### config.mk
export PLATFORM = sky130hd
export DESIGN_NAME = vram_arbiter
export DESIGN_NICKNAME = d
export VERILOG_FILES = /design/src/rtl/vram_arbiter.sv
export SDC_FILE = /design/constraint.sdc
export NUM_CORES = 1
export LEC_CHECK = 0
export CORE_ASPECT_RATIO = 0.8
export CORE_UTILIZATION = 35
export CTS_BUF_LIST = sky130_fd_sc_hd__clkbuf_2 sky130_fd_sc_hd__clkbuf_4 sky130_fd_sc_hd__clkbuf_8
export CTS_CLUSTER_SIZE = 28
export DETAILED_ROUTE_END_ITERATION = 8
export SETUP_SLACK_MARGIN = 0.5
export SLEW_MARGIN = 20
export SYNTH_ARGS = -nofsm -noshare
export SYNTH_HDL_FRONTEND = slang
export SYNTH_SLANG_ARGS = --single-unit
export TNS_END_PERCENT = 50
### constraint.sdc
create_clock -name clk -period 4.7 [get_ports clk]
set_clock_uncertainty 0.2 [all_clocks]
set_input_delay 0.47 -clock clk [delete_from_list [all_inputs] [get_ports clk]]
set_output_delay 0.47 -clock clk [all_outputs]
set_load 0.02 [all_outputs]
### src/rtl/vram_arbiter.sv
// rtl/vram_arbiter.sv - two-requester VRAM port arbiter with VDP-style read buffer
//
// Shares one 16-bit x 8K video-side VRAM port between the line renderer and
// the CPU data-port path. The renderer has priority. A starvation counter
// forces the CPU in after MAX_WAIT consecutive renderer grants.
//
// Ports:
//   clk, reset_n            clock, synchronous active-low reset
//   cpu_addr/cpu_wrdata     CPU byte address ([13:1] word, [0] lane) and write byte
//   cpu_wr_req/cpu_rd_req   single-cycle CPU write / read-ahead requests
//   cpu_busy                a CPU access is pending or in flight
//   cpu_rddata/cpu_rd_valid read buffer and its one-cycle update pulse
//   cpu_overrun/overrun_clr sticky dropped-request flag and its clear
//   gfx_req/gfx_addr        renderer word request (level) and word address
//   gfx_ack                 one pulse per granted renderer word
//   gfx_rddata(_valid)      renderer read data and its one-cycle pulse
//   ram_*                   VRAM port; ram_rddata is valid the cycle after ram_addr
//
// Timing, with the slot decided in cycle t: ram_* and gfx_ack are visible in
// t+1, ram_rddata returns in t+2 and is registered at the end of t+2.

module vram_arbiter #(
    parameter int MAX_WAIT = 16
) (
    input  logic        clk,
    input  logic        reset_n,
    input  logic [13:0] cpu_addr,
    input  logic [7:0]  cpu_wrdata,
    input  logic        cpu_wr_req,
    input  logic        cpu_rd_req,
    output logic        cpu_busy,
    output logic [7:0]  cpu_rddata,
    output logic        cpu_rd_valid,
    output logic        cpu_overrun,
    input  logic        overrun_clr,
    input  logic        gfx_req,
    input  logic [12:0] gfx_addr,
    output logic        gfx_ack,
    output logic [15:0] gfx_rddata,
    output logic        gfx_rddata_valid,
    output logic [12:0] ram_addr,
    output logic [15:0] ram_wrdata,
    output logic [1:0]  ram_be,
    output logic        ram_wren,
    input  logic [15:0] ram_rddata
);

    localparam logic [1:0] SLOT_IDLE = 2'd0;
    localparam logic [1:0] SLOT_GFX  = 2'd1;
    localparam logic [1:0] SLOT_CPU  = 2'd2;
    localparam logic [7:0] MAX_W     = 8'(MAX_WAIT);

    // Pending CPU entry and bookkeeping
    logic        pend_valid_q, pend_valid_d;
    logic        pend_wr_q, pend_wr_d;
    logic [13:0] pend_addr_q, pend_addr_d;
    logic [7:0]  pend_data_q, pend_data_d;
    logic [7:0]  wait_cnt_q, wait_cnt_d;
    logic        busy_q, busy_d;
    logic        overrun_q, overrun_d;

    // Issue stage (visible in t+1)
    logic        gfx_ack_q, gfx_ack_d;
    logic        iss_rd_q, iss_rd_d;
    logic        iss_wr_q, iss_wr_d;
    logic        iss_lane_q, iss_lane_d;
    logic [7:0]  iss_data_q, iss_data_d;
    logic [12:0] ram_addr_q, ram_addr_d;
    logic [15:0] ram_wrdata_q, ram_wrdata_d;
    logic [1:0]  ram_be_q, ram_be_d;
    logic        ram_wren_q, ram_wren_d;

    // Return stage (visible in t+2, while ram_rddata is valid)
    logic        ret_gfx_q, ret_gfx_d;
    logic        ret_rd_q, ret_rd_d;
    logic        ret_wr_q, ret_wr_d;
    logic        ret_lane_q, ret_lane_d;
    logic [7:0]  ret_data_q, ret_data_d;

    // Outputs
    logic [7:0]  cpu_rddata_q, cpu_rddata_d;
    logic        cpu_rd_valid_q, cpu_rd_valid_d;
    logic [15:0] gfx_rddata_q, gfx_rddata_d;
    logic        gfx_rddata_valid_q, gfx_rddata_valid_d;

    logic [1:0]  slot;
    logic        force_cpu;
    logic        capture;
    logic        drop;

    always_comb begin
        force_cpu = pend_valid_q && (wait_cnt_q == MAX_W);
        if (gfx_req && !force_cpu)
            slot = SLOT_GFX;
        else if (pend_valid_q)
            slot = SLOT_CPU;
        else
            slot = SLOT_IDLE;

        // cpu_busy covers the whole life of an access, so a second request
        // is always dropped rather than queued.
        capture = !busy_q && (cpu_wr_req || cpu_rd_req);
        drop    = (busy_q && (cpu_wr_req || cpu_rd_req)) ||
                  (!busy_q && cpu_wr_req && cpu_rd_req);
    end

    always_comb begin
        pend_valid_d = pend_valid_q;
        pend_wr_d    = pend_wr_q;
        pend_addr_d  = pend_addr_q;
        pend_data_d  = pend_data_q;
        wait_cnt_d   = wait_cnt_q;
        busy_d       = busy_q;
        overrun_d    = overrun_q;

        if (capture) begin
            pend_valid_d = 1'b1;
            pend_wr_d    = cpu_wr_req;
            pend_addr_d  = cpu_addr;
            pend_data_d  = cpu_wrdata;
            busy_d       = 1'b1;
        end
        if (slot == SLOT_CPU)
            pend_valid_d = 1'b0;
        if (ret_rd_q || ret_wr_q)
            busy_d = 1'b0;

        if (!pend_valid_q || slot == SLOT_CPU)
            wait_cnt_d = 8'd0;
        else if (slot == SLOT_GFX && wait_cnt_q != MAX_W)
            wait_cnt_d = wait_cnt_q + 8'd1;

        if (drop)
            overrun_d = 1'b1;
        if (overrun_clr)
            overrun_d = 1'b0;
    end

    always_comb begin
        gfx_ack_d    = (slot == SLOT_GFX);
        iss_rd_d     = (slot == SLOT_CPU) && !pend_wr_q;
        iss_wr_d     = (slot == SLOT_CPU) && pend_wr_q;
        iss_lane_d   = pend_addr_q[0];
        iss_data_d   = pend_data_q;
        ram_addr_d   = ram_addr_q;
        ram_wrdata_d = ram_wrdata_q;
        ram_be_d     = 2'b00;
        ram_wren_d   = 1'b0;

        if (slot == SLOT_GFX) begin
            ram_addr_d = gfx_addr;
        end else if (slot == SLOT_CPU) begin
            ram_addr_d = pend_addr_q[13:1];
            if (pend_wr_q) begin
                ram_wrdata_d = {pend_data_q, pend_data_q};
                ram_be_d     = pend_addr_q[0] ? 2'b10 : 2'b01;
                ram_wren_d   = 1'b1;
            end
        end

        ret_gfx_d  = gfx_ack_q;
        ret_rd_d   = iss_rd_q;
        ret_wr_d   = iss_wr_q;
        ret_lane_d = iss_lane_q;
        ret_data_d = iss_data_q;

        gfx_rddata_d       = gfx_rddata_q;
        gfx_rddata_valid_d = ret_gfx_q;
        if (ret_gfx_q)
            gfx_rddata_d = ram_rddata;

        // Both reads and writes refresh the read buffer.
        cpu_rddata_d   = cpu_rddata_q;
        cpu_rd_valid_d = ret_rd_q || ret_wr_q;
        if (ret_rd_q)
            cpu_rddata_d = ret_lane_q ? ram_rddata[15:8] : ram_rddata[7:0];
        else if (ret_wr_q)
            cpu_rddata_d = ret_data_q;
    end

    always_ff @(posedge clk) begin
        if (!reset_n) begin
            pend_valid_q       <= 1'b0;
            pend_wr_q          <= 1'b0;
            pend_addr_q        <= 14'd0;
            pend_data_q        <= 8'd0;
            wait_cnt_q         <= 8'd0;
            busy_q             <= 1'b0;
            overrun_q          <= 1'b0;
            gfx_ack_q          <= 1'b0;
            iss_rd_q           <= 1'b0;
            iss_wr_q           <= 1'b0;
            iss_lane_q         <= 1'b0;
            iss_data_q         <= 8'd0;
            ram_addr_q         <= 13'd0;
            ram_wrdata_q       <= 16'd0;
            ram_be_q           <= 2'b00;
            ram_wren_q         <= 1'b0;
            ret_gfx_q          <= 1'b0;
            ret_rd_q           <= 1'b0;
            ret_wr_q           <= 1'b0;
            ret_lane_q         <= 1'b0;
            ret_data_q         <= 8'd0;
            cpu_rddata_q       <= 8'd0;
            cpu_rd_valid_q     <= 1'b0;
            gfx_rddata_q       <= 16'd0;
            gfx_rddata_valid_q <= 1'b0;
        end else begin
            pend_valid_q       <= pend_valid_d;
            pend_wr_q          <= pend_wr_d;
            pend_addr_q        <= pend_addr_d;
            pend_data_q        <= pend_data_d;
            wait_cnt_q         <= wait_cnt_d;
            busy_q             <= busy_d;
            overrun_q          <= overrun_d;
            gfx_ack_q          <= gfx_ack_d;
            iss_rd_q           <= iss_rd_d;
            iss_wr_q           <= iss_wr_d;
            iss_lane_q         <= iss_lane_d;
            iss_data_q         <= iss_data_d;
            ram_addr_q         <= ram_addr_d;
            ram_wrdata_q       <= ram_wrdata_d;
            ram_be_q           <= ram_be_d;
            ram_wren_q         <= ram_wren_d;
            ret_gfx_q          <= ret_gfx_d;
            ret_rd_q           <= ret_rd_d;
            ret_wr_q           <= ret_wr_d;
            ret_lane_q         <= ret_lane_d;
            ret_data_q         <= ret_data_d;
            cpu_rddata_q       <= cpu_rddata_d;
            cpu_rd_valid_q     <= cpu_rd_valid_d;
            gfx_rddata_q       <= gfx_rddata_d;
            gfx_rddata_valid_q <= gfx_rddata_valid_d;
        end
    end

    assign cpu_busy         = busy_q;
    assign cpu_rddata       = cpu_rddata_q;
    assign cpu_rd_valid     = cpu_rd_valid_q;
    assign cpu_overrun      = overrun_q;
    assign gfx_ack          = gfx_ack_q;
    assign gfx_rddata       = gfx_rddata_q;
    assign gfx_rddata_valid = gfx_rddata_valid_q;
    assign ram_addr         = ram_addr_q;
    assign ram_wrdata       = ram_wrdata_q;
    assign ram_be           = ram_be_q;
    assign ram_wren         = ram_wren_q;

endmodule
==> metrics.log, run 1 <==
INFO  metric grt_pass1_wl = 15400 um
INFO  metric clk_root_buffer_cell = clkbuf_8
INFO  metric grt_max_degree = 69
INFO  metric coreArea = 11700 sq um
INFO  metric startpoint = pend_valid_q$_SDFFE_PP0P_
INFO  metric synth_nets = 494
INFO  metric tritoncts_clock_tree = done
INFO  metric finalHoldViolations = 0
INFO  metric critical_path.n_buffers_inverters = 0
INFO  metric drc = 10
INFO  metric cellLeakagePower = 2.22 nW
INFO  metric synthMostInstantiatedCell = dfxtp_1
INFO  metric fmax = 377 MHz
INFO  metric cts.sinks = 108
INFO  metric pwr_density_cell = 313 nW/um^2
INFO  metric p_sw_share = 24.8%
INFO  metric design.final.nets = 586
INFO  metric crit_type = register to register
INFO  metric data_arrival_critical_path = 2.72 ns
INFO  metric io_buffer_count = 117
INFO  metric cts_post_setup_buffers_inserted = 0
INFO  metric cp_data_required_time = 4.77 ns
INFO  metric ys_ff_latch = 108
INFO  metric timing.critical_path.depth = 4
INFO  metric report.final.setup_viol = 0
INFO  metric worst_slew_margin_rel = 34.4%
INFO  metric effective_utilization_at_floorplan = 36.6%
INFO  metric finalWorstPathRequiredPeriod = 2.65 ns
INFO  metric drt-wirelength-per-cell = 13.8 um
INFO  metric seqPwrFrac = 55.7%
INFO  metric grt_setup_unrepaired = false
INFO  metric timing.critical_path.slowest_cell_delay = 0.75 ns
INFO  metric die_area = 12700 sq um
INFO  metric finalHoldWorstSlack = 0.239 ns
INFO  metric power_switching = 0.438 mW
INFO  metric die_height = 101 um
INFO  metric placement_rows = 35
INFO  metric critical_path.endpoint_type = register
INFO  metric comb_power_share = 12.7%
INFO  metric cts.hold.buffers_added = 0
INFO  metric cts.clk_slew.worst_paths = 0.09 ns
INFO  metric post-synth-top-area-cell = dfxtp_1
INFO  metric antenna_left = 0
INFO  metric finalMaxSlewViolations = 0
INFO  metric syn_area = 4280 sq um
INFO  metric ys_async_sr_fraction = 0%
INFO  metric reg2reg_from = pend_valid_q$_SDFFE_PP0P_
INFO  metric synth_commonest_cells = 108 x dfxtp_1, 66 x nand2_1, 37 x mux2i_1
INFO  metric syn_area_per_cell = 9.83 sq um
INFO  metric synthFlopType = dfxtp_1
INFO  metric synthToLayoutAreaGrowth = 32.1%
INFO  metric tightestPinTransition = 0.984 ns
INFO  metric drt-initial-drc-count = 149
INFO  metric worst_setup_ep = ram_wrdata[8]$_SDFFE_PN0P_
INFO  metric hpwl = 6540 um
INFO  metric synth_warnings = 0
INFO  metric cellInternalPower = 1.33 mW
INFO  metric synthTopCellsByArea = dfxtp_1 51%, mux2i_1 8.7%, nand2_1 5.8%
INFO  metric end_of_flow_core_utilization = 48.3%
INFO  metric die_width = 126 um
INFO  metric yosysTopAreaCellShare = 50.6%
INFO  metric power.clock.fraction = 31.6%
INFO  metric clk_path_buf_depth = 2
INFO  metric worst_path_dominant_cell_family = compound AO/OA/AOI/OAI gates
INFO  metric gpl.final_weighted_congestion = 0.741
INFO  metric power.ir.vdd_worst = 0.000140 V
INFO  metric grt_antenna_before_repair = 0
INFO  metric diodes_inserted = 0
INFO  metric final_total_negative_setup_slack = 0 ns
INFO  metric worstSkewPairLatency = 0.37 ns
INFO  metric grt_remaining_overflow = 0
INFO  metric synth_cell_type_count = 36
INFO  metric final_layout_size_suffix_gt1_share = 6.77%
INFO  metric number_of_global_route_vias_before_repair = 3083
INFO  metric period_share = 56.4%
INFO  metric avgViaCountPerCell = 4.69
INFO  metric cts_htree_levels = 3
INFO  metric tot_gr_track_use = 15.4%
INFO  metric worstReg2RegEnd = ram_wrdata[8]$_SDFFE_PN0P_
INFO  metric rrSetupSlack = 2.05 ns
INFO  metric detail_route.first_pass.iterations = 7
INFO  metric synth_sequential_area_ratio = 50.6%
INFO  metric gate_count_after_technology_mapping = 435
INFO  metric cts-buffers-inserted = 9
INFO  metric outcome = finished with violations
INFO  metric routed_wl = 9390 um
INFO  metric r2r_cells = 4
INFO  metric vias = 3186
INFO  metric cpMaxStageDelayCell = dfxtp_1
INFO  metric timing.critical_path.cells = or4b_4 > o22ai_4 > nand2_2 > a31o_2
INFO  metric min-delay-path-class = register to register
INFO  metric violated_checks = design-rule violations
INFO  metric critical_path.startpoint_type = register
INFO  metric worstPathMaxFanout = 25
INFO  metric synth_enable_flop_cells = 0
INFO  metric pin_count = 118
INFO  metric cts_repair_resize_count = 0
INFO  metric cap_viol_max_count = 0
metrics by stage:
| stage | instance area (sq um) | std cells | worst slack [ns] | power [mW] |
|---|---|---|---|---|
| floorplan | 4280 | 435 | 2.82 | 1.12 |
| global placement | 5450 | 664 | 2.12 | 1.23 |
| detailed placement | 5450 | 664 | 2.08 | 1.23 |
| CTS | 5650 | 680 | 2.07 | 1.79 |
| global route | 5650 | 680 | 1.87 | 1.86 |
| finish | 5650 | 680 | 2.05 | 1.77 |
cell usage in the layout (no fill, tap or decap), drive strengths merged, types with 2 or more instances in the layout:
master / count
clkdlybuf4s50: 116
dfxtp: 108
nand2: 67
mux2i: 37
a21boi: 36
nor2: 27
and2: 23
nor2b: 19
a31oi: 14
and3: 12
clkbuf: 10
o211a: 9
mux2: 8
a31o: 8
inv: 5
xor2: 4
buf: 4
clkinv: 4
nand4: 3
nand3: 2
xnor2: 2
ha: 2
per-layer routing:
layer | track usage [%] | share of wire [%] | vias up | wire, um
met5 | 0 | 0 | - | 0
met4 | 4.13 | 0.83 | 0 | 78
met3 | 4.72 | 6.0 | 9 | 564
met2 | 22.4 | 40 | 89 | 3760
met1 | 21.8 | 53 | 1451 | 4990
li1 | - | - | 1637 | -
worst register-to-register path: stages (launching register included):
cell     delay, ns
dfxtp_1       0.75
or4b_4        0.55
o22ai_4       0.51
nand2_2       0.26
a31o_2        0.30
cell families (layout without fill, tap and decap cells):
kind of cell,Yosys count,after routing,synth area share [%]
XOR/XNOR,6,6,1.23
AND/OR/NAND/NOR,158,158,18.3
multiplexers,45,45,10.8
flip-flops,108,108,50.6
buffers and inverters,44,141,5.15
AO/OA/AOI/OAI,71,71,13.1
adder cells (fa/ha/maj),3,3,0.819
area by class of cell:
type | count | area (sq um)
fillers | 1083 | 6040
flip-flops and latches | 108 | 2160
clock buffers | 10 | 131
inverters | 5 | 18.8
well taps | 148 | 185
clock inverters | 6 | 65.1
repair buffers | 120 | 1190
multi-input cells | 283 | 1900
power by group through the flow:
stage / sequential [mW] / clock, mW / combinational (mW)
finish: 0.983 / 0.559 / 0.225
global route: 0.989 / 0.621 / 0.246
floorplan: 1.01 / 0 / 0.105
detailed placement: 1.00 / 0 / 0.226
global placement: 1.00 / 0 / 0.224
CTS: 0.983 / 0.581 / 0.227
sequential cells by signal (all words and copies together) (netlist names), 2 cells and up:
| name | count |
|---|---|
| gfx_rddata | 16 |
| pend_addr_q | 14 |
| ram_addr | 13 |
| cpu_rddata | 8 |
| iss_data_d | 8 |
| iss_data_q | 8 |
| ram_wrdata | 8 |
| ret_data_q | 8 |
| wait_cnt_q | 8 |
| ram_be | 2 |
worst min path at each step:
stage	to	cells after the start	slack [ns]	from
finish	ret_data_q[4]$_SDFF_PN0_	1	0.24	iss_data_q[4]$_SDFF_PN0_
global route	ret_data_q[4]$_SDFF_PN0_	1	0.26	iss_data_q[4]$_SDFF_PN0_
CTS	ret_data_q[4]$_SDFF_PN0_	1	0.24	iss_data_q[4]$_SDFF_PN0_
detailed placement	ret_wr_q$_SDFF_PN0_	1	0.22	iss_wr_q$_SDFF_PN0_
global placement	ret_rd_q$_SDFF_PN0_	1	0.21	iss_rd_q$_SDFF_PN0_
floorplan	ret_data_q[0]$_SDFF_PN0_	1	0.21	iss_data_q[0]$_SDFF_PN0_
Note: power is estimated with default switching activity, not from simulation.
==> run 2, diff against run 1 <==
- clock period: 4.7 -> 2.25 ns (I/O delays scaled with it)
==> metrics.log, run 2 (same netlist as run 1, synthesis figures left out) <==
INFO  metric grt_antenna_before_repair = 0
INFO  metric drt-initial-drc-count = 176
INFO  metric power_switching = 0.912 mW
INFO  metric cts_htree_levels = 3
INFO  metric gpl.final_weighted_congestion = 0.731
INFO  metric cts.hold.buffers_added = 0
INFO  metric tot_gr_track_use = 16.1%
INFO  metric finalMaxSlewViolations = 0
INFO  metric fmax = 528 MHz
INFO  metric violated_checks = design-rule violations
INFO  metric final_layout_size_suffix_gt1_share = 11.9%
INFO  metric data_arrival_critical_path = 1.95 ns
INFO  metric worst_slew_margin_rel = 57.3%
INFO  metric die_area = 12700 sq um
INFO  metric power.clock.fraction = 33.2%
INFO  metric placement_rows = 35
INFO  metric p_sw_share = 23.9%
INFO  metric grt_max_degree = 43
INFO  metric worstSkewPairLatency = 0.37 ns
INFO  metric clk_root_buffer_cell = clkbuf_8
INFO  metric design_area = 5880 sq um
INFO  metric worstPathMaxFanout = 8
INFO  metric grt_pass1_wl = 16000 um
INFO  metric comb_power_share = 13.4%
INFO  metric finalHoldViolations = 0
INFO  metric cellInternalPower = 2.90 mW
INFO  metric cts-buffers-inserted = 9
INFO  metric report.final.setup_viol = 0
INFO  metric cellLeakagePower = 2.53 nW
INFO  metric final_total_negative_setup_slack = 0 ns
INFO  metric detail_route.first_pass.iterations = 7
INFO  metric synthToLayoutAreaGrowth = 37.6%
INFO  metric effective_utilization_at_floorplan = 36.6%
INFO  metric power.ir.vdd_worst = 0.000286 V
INFO  metric clk_path_buf_depth = 2
INFO  metric critical_path.startpoint_type = register
INFO  metric die_height = 101 um
INFO  metric diodes_inserted = 0
INFO  metric place_area = 5530 sq um
INFO  metric coreArea = 11700 sq um
INFO  metric cp_data_required_time = 2.31 ns
INFO  metric period_share = 84.1%
INFO  metric pwr_density_cell = 647 nW/um^2
INFO  metric finalWorstPathRequiredPeriod = 1.89 ns
INFO  metric io_buffer_count = 117
INFO  metric final_cell_mix = 104 x dfxtp_1, 95 x clkdlybuf4s50_1, 66 x nand2_1, 37 x mux2i_1, 25 x nor2_1
INFO  metric outcome = finished with violations
INFO  metric avgViaCountPerCell = 4.67
INFO  metric grt_setup_unrepaired = true
INFO  metric drc = 9
INFO  metric seqPwrFrac = 53.5%
INFO  metric critical_path.endpoint_type = register
INFO  metric grt_remaining_overflow = 0
INFO  metric drt-wirelength-per-cell = 14.1 um
INFO  metric layout.cells.most_common = dfxtp_1
INFO  metric number_of_global_route_vias_before_repair = 3142
INFO  metric tightestPinTransition = 0.641 ns
INFO  metric cts.sinks = 108
INFO  metric vias = 3250
INFO  metric design.final.nets = 602
INFO  metric tritoncts_clock_tree = done
INFO  metric antenna_left = 0
INFO  metric routed_wl = 9830 um
INFO  metric crit_type = register to register
INFO  metric cts.clk_slew.worst_paths = 0.10 ns
INFO  metric hpwl = 6730 um
INFO  metric max_reg_flops = 16
INFO  metric pin_count = 118
INFO  metric min-delay-path-class = primary input to register
INFO  metric die_width = 126 um
INFO  metric cap_viol_max_count = 0
-- run 2: changes by cell type in the layout (fill, tap and decap cells not counted), moves of 3 or more --
cell / before / now
buf_4: 3 / 14
buf_6: 0 / 3
clkbuf_8: 9 / 13
clkdlybuf4s50_1: 116 / 95
dfxtp_1: 108 / 104
dfxtp_2: 0 / 3
dlygate4sd2_1: 0 / 13
dlymetal6s2s_1: 0 / 8
-- run 2: power groups by stage --
stage,combinational [mW],clock [mW],sequential [mW]
after floorplan,0.220,0,2.12
after global placement,0.497,0,2.08
after detailed placement,0.502,0,2.08
after CTS,0.512,1.31,2.04
after global routing,0.557,1.40,2.05
final,0.509,1.26,2.04
-- run 2: final cells by class --
type	instances	area (sq um)
Fill cell	1109	5810
Multi-Input combinational cell	283	1940
Tap cell	148	185
Clock buffer	13	179
Sequential cell	108	2170
Inverter	5	18.8
Clock inverter	3	42.5
Timing Repair Buffer	136	1350
-- run 2: timing repair --
| item | CTS | global route |
|---|---|---|
| resized for setup | 22 | 14 |
| setup endpoints to repair | 93 | 81 |
| gates cloned | 1 | 0 |
| pin swaps | 9 | 5 |
| setup buffers | 7 | 1 |
-- run 2: critical path, stage by stage, from the launching register on --
cell and delay [ns]:
dfxtp_2 0.34, inv_2 0.06, ha_4 0.13, nand4bb_4 0.12, or4_4 0.48, buf_6 0.17
nand4_1 0.10, buf_4 0.15, nor2_1 0.04
-- run 2: per-stage QoR --
step           std cells  utilization, %  power [mW]  hold slack [ns]  worst slack (ns)
6_report             696            50.3        3.81            0.184             0.357
5_1_grt              696            50.3        4.00            0.173             0.289
4_1_cts              695            49.9        3.86            0.164             0.364
3_5_place_dp         671            47.3        2.58            0.219             0.260
3_3_place_gp         671            47.3        2.58            0.216             0.295
2_1_floorplan        435               -        2.34            0.101             0.406
-- run 2: metal layers --
layer	vias to the layer above	global-route usage, %	wire [um]
met5	-	0	0
met4	0	3.00	71
met3	9	5.63	532
met2	81	23.9	4050
met1	1488	22.4	5180
li1	1672	-	-
-- run 2: path summary, 6_finish.rpt --
kind | end | slack [ns] | startpoint | cells after the start
min | iss_rd_q$_SDFF_PN0_ | 0.18 | reset_n | 3
max | wait_cnt_q[7]$_SDFFE_PP0P_ | 0.36 | wait_cnt_q[0]$_SDFFE_PP0P_ | 8
min reg2reg | ret_lane_q$_SDFF_PN0_ | 0.24 | iss_lane_q$_SDFF_PN0_ | 1
max reg2reg | wait_cnt_q[7]$_SDFFE_PP0P_ | 0.36 | wait_cnt_q[0]$_SDFFE_PP0P_ | 8
==> run 3, diff against run 2 <==
- clock period: 2.25 -> 1.56 ns (I/O delays scaled with it)
==> metrics.log, run 3 (same netlist as run 1, synthesis figures left out) <==
INFO  metric cts.hold.buffers_added = 0
INFO  metric finalHoldWorstSlack = 0.0983 ns
INFO  metric grt_pass1_wl = 16600 um
INFO  metric final_layout_size_suffix_gt1_share = 42.7%
INFO  metric tritoncts_clock_tree = done
INFO  metric final_critical_path_setup_slack = -0.295 ns
INFO  metric period_share = 119%
INFO  metric cellLeakagePower = 2.77 nW
INFO  metric design.final.nets = 623
INFO  metric number_of_global_route_vias_before_repair = 3314
INFO  metric vias = 3399
INFO  metric pin_count = 118
INFO  metric drt-wirelength-per-cell = 15.0 um
INFO  metric power.ir.vdd_worst = 0.000472 V
INFO  metric stdcell_count = 717
INFO  metric total_instance_count_after_detailed_placement = 689
INFO  metric worst_slew_margin_rel = 67.3%
INFO  metric outcome = finished with violations
INFO  metric antenna_left = 0
INFO  metric layout.cells.most_common = buf_6
INFO  metric critical_path.endpoint_type = register
INFO  metric detail_route.first_pass.iterations = 8
INFO  metric fillerInstances = 1007
INFO  metric effective_utilization_at_floorplan = 36.6%
INFO  metric violated_checks = design-rule violations, negative setup slack
INFO  metric grt_max_degree = 43
INFO  metric clk_path_buf_depth = 2
INFO  metric die_area = 12700 sq um
INFO  metric finalWorstPathRequiredPeriod = 1.85 ns
INFO  metric cap_viol_max_count = 0
INFO  metric crit_type = register to register
INFO  metric hold_path_depth = 2
INFO  metric cts-buffers-inserted = 9
INFO  metric clk_root_buffer_cell = clkbuf_8
INFO  metric cts.clk_slew.worst_paths = 0.10 ns
INFO  metric report.final.setup_viol = 36
INFO  metric grt_setup_unrepaired = true
INFO  metric grt_remaining_overflow = 0
INFO  metric drc = 9
INFO  metric routed_wl = 10700 um
INFO  metric data_arrival_critical_path = 1.92 ns
INFO  metric tightestPinTransition = 0.491 ns
INFO  metric die_width = 126 um
INFO  metric preCtsSetupSlack = -0.293 ns
INFO  metric pwr_density_cell = 836 nW/um^2
INFO  metric cp_data_required_time = 1.62 ns
INFO  metric drt-initial-drc-count = 142
INFO  metric placement_rows = 35
INFO  metric diodes_inserted = 0
INFO  metric tot_gr_track_use = 16.8%
INFO  metric design_area = 6580 sq um
INFO  metric hpwl = 7120 um
INFO  metric grt_antenna_before_repair = 0
INFO  metric gpl.final_weighted_congestion = 0.744
INFO  metric p_total = 5.50 mW
INFO  metric io_buffer_count = 117
INFO  metric critical_path.startpoint_type = register
INFO  metric die_height = 101 um
INFO  metric finalMaxSlewViolations = 0
INFO  metric min-delay-path-class = primary input to register
INFO  metric worstSkewPairLatency = 0.37 ns
INFO  metric synthToLayoutAreaGrowth = 53.8%
INFO  metric cts.sinks = 108
INFO  metric place_area = 5690 sq um
INFO  metric finalHoldViolations = 0
INFO  metric max_reg_flops = 16
INFO  metric coreArea = 11700 sq um
INFO  metric fmax = 539 MHz
INFO  metric final_cell_mix = 66 x buf_6, 55 x clkdlybuf4s50_1, 53 x dfxtp_1, 47 x dfxtp_2, 44 x nand2_1
INFO  metric cts_htree_levels = 3
INFO  metric r2r_cells = 7
INFO  metric worstPathMaxFanout = 8
INFO  metric avgViaCountPerCell = 4.74
run 3: area by class of cell:
cell class	instances	area (sq um)	share of cell area (%)
Sequential cell	108	2250	34.2
Tap cell	148	185	2.82
Clock buffer	13	166	2.53
Inverter	5	18.8	0.285
Multi-Input combinational cell	283	2230	34.0
Clock inverter	3	21.3	0.323
Timing Repair Buffer	157	1700	25.8
run 3: report_power, final:
part	switching [mW]	internal [mW]	total [mW]	leakage [nW]
logic	0.425	0.509	0.934	1.77
registers	0.0738	2.87	2.95	0.908
clock network	0.914	0.706	1.62	0.0965
total	1.41	4.09	5.50	2.77
run 3: worst max-delay path: stages (launching register included):
cell	delay, ns
dfxtp_2	0.33
inv_2	0.06
ha_4	0.13
nand4bb_4	0.11
or4_4	0.47
buf_6	0.17
a31oi_2	0.19
a21boi_1	0.08
run 3: per-stage QoR:
step                      util, %  setup TNS (ns)
final                        56.2           -8.34
after global routing         56.2          -10.76
after CTS                    52.8           -7.81
after detailed placement     48.7           -8.37
after global placement       48.7           -7.15
after floorplan                 -           -6.69
run 3: repair_timing:
item	in CTS	in global routing
pin swaps	58	30
endpoints found under the setup margin	147	147
resized for setup	481	73
cloned	1	2
buffers inserted	4	5
run 3: worst paths after layout:
check,slack (ns),to,from
setup reg to reg,-0.29,ram_addr[9]$_SDFFE_PN0P_,wait_cnt_q[0]$_SDFFE_PP0P_
setup / recovery,-0.29,ram_addr[9]$_SDFFE_PN0P_,wait_cnt_q[0]$_SDFFE_PP0P_
hold / removal,0.1,iss_data_d[7]$_SDFFE_PN0P_,reset_n
hold reg to reg,0.24,ret_lane_q$_SDFF_PN0_,iss_lane_q$_SDFF_PN0_
run 3: layer usage:
metal  up-vias  global-route usage [%]  routed length, um
met1      1593                    22.8               5300
met2        83                    25.9               4760
met4         0                    5.35                138
met5         -                       0                  0
li1       1712                       -                  -
met3        11                    4.41                539
